$ cat src/rtl/lc3_pipe_ctrl_pkg.sv
// Shared LC3 pipeline constants: opcodes, data-memory access codes and
// the sequencer state type.
package lc3_pkg;

    localparam logic [3:0] OP_BR  = 4'b0000;
    localparam logic [3:0] OP_JMP = 4'b1100;
    localparam logic [3:0] OP_LD  = 4'b0010;
    localparam logic [3:0] OP_LDR = 4'b0110;
    localparam logic [3:0] OP_LDI = 4'b1010;
    localparam logic [3:0] OP_ST  = 4'b0011;
    localparam logic [3:0] OP_STR = 4'b0111;
    localparam logic [3:0] OP_STI = 4'b1011;

    localparam logic [1:0] MS_RD   = 2'd0;
    localparam logic [1:0] MS_IND  = 2'd1;
    localparam logic [1:0] MS_WR   = 2'd2;
    localparam logic [1:0] MS_IDLE = 2'd3;

    typedef enum logic [2:0] {
        S_RUN,
        S_MEM_IND,
        S_MEM_RD,
        S_MEM_WR,
        S_BR_WAIT
    } ctrl_state_t;

endpackage

$ cat src/rtl/lc3_pipe_ctrl_op_class.sv
// Opcode classifier: flags memory, load, indirect and control-flow opcodes.
module lc3_op_class
    import lc3_pkg::*;
(
    input  logic [3:0] opcode,
    output logic       is_mem,
    output logic       is_load,
    output logic       is_indirect,
    output logic       is_ctrl
);

    always_comb begin
        is_mem      = 1'b0;
        is_load     = 1'b0;
        is_indirect = 1'b0;
        is_ctrl     = 1'b0;
        case (opcode)
            OP_LD, OP_LDR: begin
                is_mem  = 1'b1;
                is_load = 1'b1;
            end
            OP_LDI: begin
                is_mem      = 1'b1;
                is_load     = 1'b1;
                is_indirect = 1'b1;
            end
            OP_ST, OP_STR: is_mem = 1'b1;
            OP_STI: begin
                is_mem      = 1'b1;
                is_indirect = 1'b1;
            end
            OP_BR, OP_JMP: is_ctrl = 1'b1;
            default: ;
        endcase
    end

endmodule

$ cat src/rtl/lc3_pipe_ctrl.sv
// LC3 four-stage pipeline sequencer: stage enables, memory stalls and
// branch resolution with a two-cycle fetch hold.
module lc3_pipe_ctrl
    import lc3_pkg::*;
(
    input  logic        clk,
    input  logic        rst,
    input  logic        complete_instr,
    input  logic        complete_data,
    input  logic [15:0] IR,
    input  logic [15:0] IR_Exec,
    input  logic [2:0]  psr,
    output logic        enable_fetch,
    output logic        enable_updatePC,
    output logic        br_taken,
    output logic        enable_decode,
    output logic        enable_execute,
    output logic        enable_writeback,
    output logic [1:0]  mem_state
);

    ctrl_state_t state;
    logic        v_d, v_e, v_w;
    logic        mem_done;
    logic        br_cnt;

    logic dec_mem, dec_load, dec_ind, dec_ctrl;
    logic exe_mem, exe_load, exe_ind, exe_ctrl;

    lc3_op_class u_dec_class (
        .opcode      (IR[15:12]),
        .is_mem      (dec_mem),
        .is_load     (dec_load),
        .is_indirect (dec_ind),
        .is_ctrl     (dec_ctrl)
    );

    lc3_op_class u_exe_class (
        .opcode      (IR_Exec[15:12]),
        .is_mem      (exe_mem),
        .is_load     (exe_load),
        .is_indirect (exe_ind),
        .is_ctrl     (exe_ctrl)
    );

    logic unused_ok;
    assign unused_ok = ^{IR[11:0], IR_Exec[8:0], dec_mem, dec_load, dec_ind, exe_ctrl};

    logic mem_pend, advance, br_cond;
    assign mem_pend = v_w & ~mem_done & exe_mem;
    assign advance  = complete_instr & ~mem_pend;
    assign br_cond  = (IR_Exec[15:12] == OP_JMP) | (|(IR_Exec[11:9] & psr));

    // Outputs are decoded from registered state plus live inputs; rst masks everything.
    always_comb begin
        enable_fetch     = 1'b0;
        enable_updatePC  = 1'b0;
        br_taken         = 1'b0;
        enable_decode    = 1'b0;
        enable_execute   = 1'b0;
        enable_writeback = 1'b0;
        mem_state        = MS_IDLE;
        if (!rst) begin
            case (state)
                S_RUN: begin
                    enable_fetch = ~mem_pend;
                    if (advance) begin
                        enable_updatePC  = 1'b1;
                        enable_decode    = v_d;
                        enable_execute   = v_e;
                        enable_writeback = v_w & ~mem_done;
                    end
                end
                S_MEM_IND: mem_state = MS_IND;
                S_MEM_RD: begin
                    mem_state        = MS_RD;
                    enable_writeback = complete_data;
                end
                S_MEM_WR: mem_state = MS_WR;
                S_BR_WAIT: begin
                    if (br_cnt) begin
                        enable_execute   = 1'b1;
                        enable_writeback = v_w;
                    end else begin
                        enable_updatePC = 1'b1;
                        br_taken        = br_cond;
                    end
                end
                default: ;
            endcase
        end
    end

    always_ff @(posedge clk) begin
        if (rst) begin
            state    <= S_RUN;
            v_d      <= 1'b0;
            v_e      <= 1'b0;
            v_w      <= 1'b0;
            mem_done <= 1'b0;
            br_cnt   <= 1'b0;
        end else begin
            case (state)
                S_RUN: begin
                    if (mem_pend) begin
                        state <= exe_ind  ? S_MEM_IND :
                                 exe_load ? S_MEM_RD  : S_MEM_WR;
                    end else if (complete_instr) begin
                        mem_done <= 1'b0;
                        v_w      <= v_e;
                        // A control op leaving decode leaves a bubble behind it.
                        if (v_d && dec_ctrl) begin
                            state  <= S_BR_WAIT;
                            br_cnt <= 1'b1;
                            v_d    <= 1'b0;
                            v_e    <= 1'b1;
                        end else begin
                            v_d <= 1'b1;
                            v_e <= v_d;
                        end
                    end
                end
                S_MEM_IND: begin
                    if (complete_data)
                        state <= exe_load ? S_MEM_RD : S_MEM_WR;
                end
                S_MEM_RD, S_MEM_WR: begin
                    if (complete_data) begin
                        state    <= S_RUN;
                        mem_done <= 1'b1;
                    end
                end
                S_BR_WAIT: begin
                    if (br_cnt) begin
                        br_cnt <= 1'b0;
                    end else begin
                        state <= S_RUN;
                        v_w   <= v_e;
                        v_e   <= 1'b0;
                    end
                end
                default: state <= S_RUN;
            endcase
        end
    end

endmodule
$ cat config.mk
export PLATFORM = sky130hd
export DESIGN_NAME = lc3_pipe_ctrl
export DESIGN_NICKNAME = d
export VERILOG_FILES = /design/src/rtl/lc3_pipe_ctrl_pkg.sv /design/src/rtl/lc3_pipe_ctrl_op_class.sv /design/src/rtl/lc3_pipe_ctrl.sv
export SDC_FILE = /design/constraint.sdc
export NUM_CORES = 1
export LEC_CHECK = 0
export ABC_AREA = 1
export BUFFER_PORTS_ARGS = -buffer_cell sky130_fd_sc_hd__buf_4
export CORE_MARGIN = 4
export CORE_UTILIZATION = 23
export CTS_CLUSTER_SIZE = 25
export DETAILED_ROUTE_END_ITERATION = 10
export SLEW_MARGIN = 30
export SYNTH_ARGS = -nofsm -noshare
export SYNTH_HDL_FRONTEND = slang
export SYNTH_SLANG_ARGS = --single-unit
$ cat constraint.sdc
create_clock -name clk -period 3.2 [get_ports clk]
set_input_delay 0.8 -clock clk [delete_from_list [all_inputs] [get_ports clk]]
set_output_delay 0.8 -clock clk [all_outputs]
set_load 0.01 [all_outputs]
==> flow_summary.yaml <==
cts:
  clock-root-buffer: "clkbuf_4"
  cts_tree: "yes"
  htreeDepth: 1
  cts.sinks: 8
  cts-buffers-inserted: 3
  cts_resized: 0
  cts_max_path_buffers: 2
  clk_pin_slew_ns: 0.05
  clk-insertion-delay-late_ns: 0.26
  cts_setup_buffers: 0
  hold_buffers: 0
setup_path:
  worst-setup-path-type: "in2out"
  cp.arrival_ns: 1.74
  cp-end-kind: "output pin"
  cp_common_cell: "nor2_1"
  crit_chain: "buf_4 -> nand2_1 -> nand2_1 -> nor2_4 -> nor2_4 -> nand2_2 -> nor2_1 -> nor2_1 -> nor2_1 -> buf_4"
  worstPathRequired_ns: 2.40
  crit_path_max_fanout: 6
  startpoint_type: "primary input"
  crit_slowest_cell: "nor2_4"
  max_stage_delay_ns: 0.15
global_routing:
  grt_first_pass_wirelength_um: 2660
  grt-ovfl-total: 0
  antenna_found_initial: 0
  grtUsageTotal_pct: 9.80
  grt_start_max_net_pins: 10
  grt_pass1_vias: 659
die:
  core_um2: 2500
  die_w_um: 59.3
  dieHeight_um: 59.3
  initial_utilization_pct: 24.2
  io_pins: 47
  num_rows: 18
  dieArea_um2: 3520
power:
  ir_worst_vdd_uv: 337
  power.density_nw_per_um2: 714
  power_leakage_uw: 0.000416
place:
  place_area_um2: 827
  dp_hpwl_um: 1350
  placed_cells: 155
  gp_congestion: 0.806
  io_buffer_count: 25
timing:
  fmax_mhz: 393
  rsz0062_at_grt: "false"
  worst_pin_slew_ns: 0.238
  finalCritPeriodShare_pct: 79.5
  slew_headroom_pct: 84.0
  hold_violations: 0
  fin_worst_skew_ns: 0.00449
  fin_tns_setup_ns: 0
  report.final.slew_viol_count: 0
  setup_viol: 0
  min_period_ns: 2.54
final_layout:
  mostFrequentLayoutCells: "25 x nand2_1, 25 x buf_4, 15 x nor2_1"
  fin_util_pct: 34.0
  fin_cells: 158
  nets: 169
  diodes: 0
  area_delta_synth_final_pct: 40.3
  design_area_um2: 850
  drive_above_1_share_pct: 28.9
drt:
  drt_wl_total_um: 1630
  initialDrtViolationCount: 14
  drtPass1Iterations: 4
  wl_per_cell_um: 10.3
  drc_errors: 0
  drtAntennaViolNets: 0
  viasPerCell: 4.56
  vias: 720
run:
  max_cap_violations: 0
synth:
  syn_area_per_cell_um2: 6.00
  synth_top_area_cell: "dfxtp_1"
  yosysTopAreaCellShare_pct: 26.4
  synth_area_leaders: "dfxtp_1 26%, nand2_1 15%, nor2_1 9.3%"
  yosysWarnings: 0
  synth_fp_nets: 140
  synth_cells: 101
  yosys_register_bits: 8
  yosysSeqAreaShare_pct: 26.4
  synthesis.area_um2: 606
  synth_cell_types: 20
outcome:
  status: "completed"
hold_path:
  hold_class: "reg2reg"
-- cell usage after synthesis --
| cell type | number |
|---|---|
| o21ai_0 | 3 |
| nand3_1 | 7 |
| inv_1 | 13 |
| nand2_1 | 25 |
| nor2_4 | 3 |
| nand3_2 | 1 |
| nor3_1 | 6 |
| nand2_4 | 1 |
| clkbuf_1 | 1 |
| nand4_1 | 3 |
| inv_2 | 1 |
| xnor2_1 | 1 |
| o21bai_1 | 1 |
| a211oi_1 | 1 |
| nor2_1 | 15 |
| a21oi_1 | 7 |
| nand2_2 | 2 |
| nor3b_1 | 1 |
| nor2_2 | 1 |
| dfxtp_1 | 8 |
-- cells by family (layout without fill, tap and decap cells) --
kind of cell / after synthesis / count (layout) / synth area share [%]
flip-flops: 8 / 8 / 26.4
AND/OR/NAND/NOR: 65 / 65 / 52.1
AO/OA/AOI/OAI: 12 / 12 / 10.7
XOR/XNOR: 1 / 1 / 1.45
buffers and inverters: 15 / 42 / 9.30
-- state kept, by name (all words and copies together) (netlist names) --
name / count
state: 3
br_cnt: 1
mem_done: 1
v_d: 1
v_e: 1
v_w: 1
-- power breakdown --
group	switching [µW]	total [µW]	internal, µW
Combinational	223	375	152
Sequential	26.9	154	127
Clock	35.7	78.7	43.0
-- routing by layer --
| metal | part of all wire, % | routed length, µm | global-route usage (%) | vias up |
|---|---|---|---|---|
| met5 | 0 | 0 | 0 | - |
| met4 | 0.43 | 7 | 0.971 | 0 |
| met3 | 7.0 | 115 | 3.92 | 2 |
| met2 | 47 | 761 | 16.1 | 23 |
| met1 | 46 | 747 | 12.5 | 313 |
| li1 | - | - | - | 382 |
-- final cells by class --
cell class,instances,area (µm²)
Fill cell,265,1650
Multi-Input combinational cell,78,389
Timing Repair Buffer,25,188
Sequential cell,8,160
Inverter,14,52.6
Tap cell,30,37.5
Clock buffer,3,22.5
-- worst max-delay path: cells and delay by family --
kind | cells | cell delay, ns
AND/OR/NAND/NOR | 8 | 0.69
buffers and inverters | 2 | 0.26
-- final timing paths --
kind	start	end	slack (ns)	cells past startpoint
worst min-delay path	br_cnt	br_cnt	0.49	2
worst max-delay path	IR_Exec[15]	enable_writeback	0.66	10
worst max register to register	state[1]	v_w	1.98	8
worst min register to register	br_cnt	br_cnt	0.49	2
-- through the flow --
stage	power (µW)	hold WS [ns]	worst slack, ns
2_1_floorplan	423	0.454	0.914
3_3_place_gp	527	0.474	0.655
3_5_place_dp	530	0.481	0.647
4_1_cts	612	0.491	0.643
5_1_grt	666	0.506	0.531
6_report	607	0.491	0.656
Note: power is estimated with default switching activity, not from simulation.
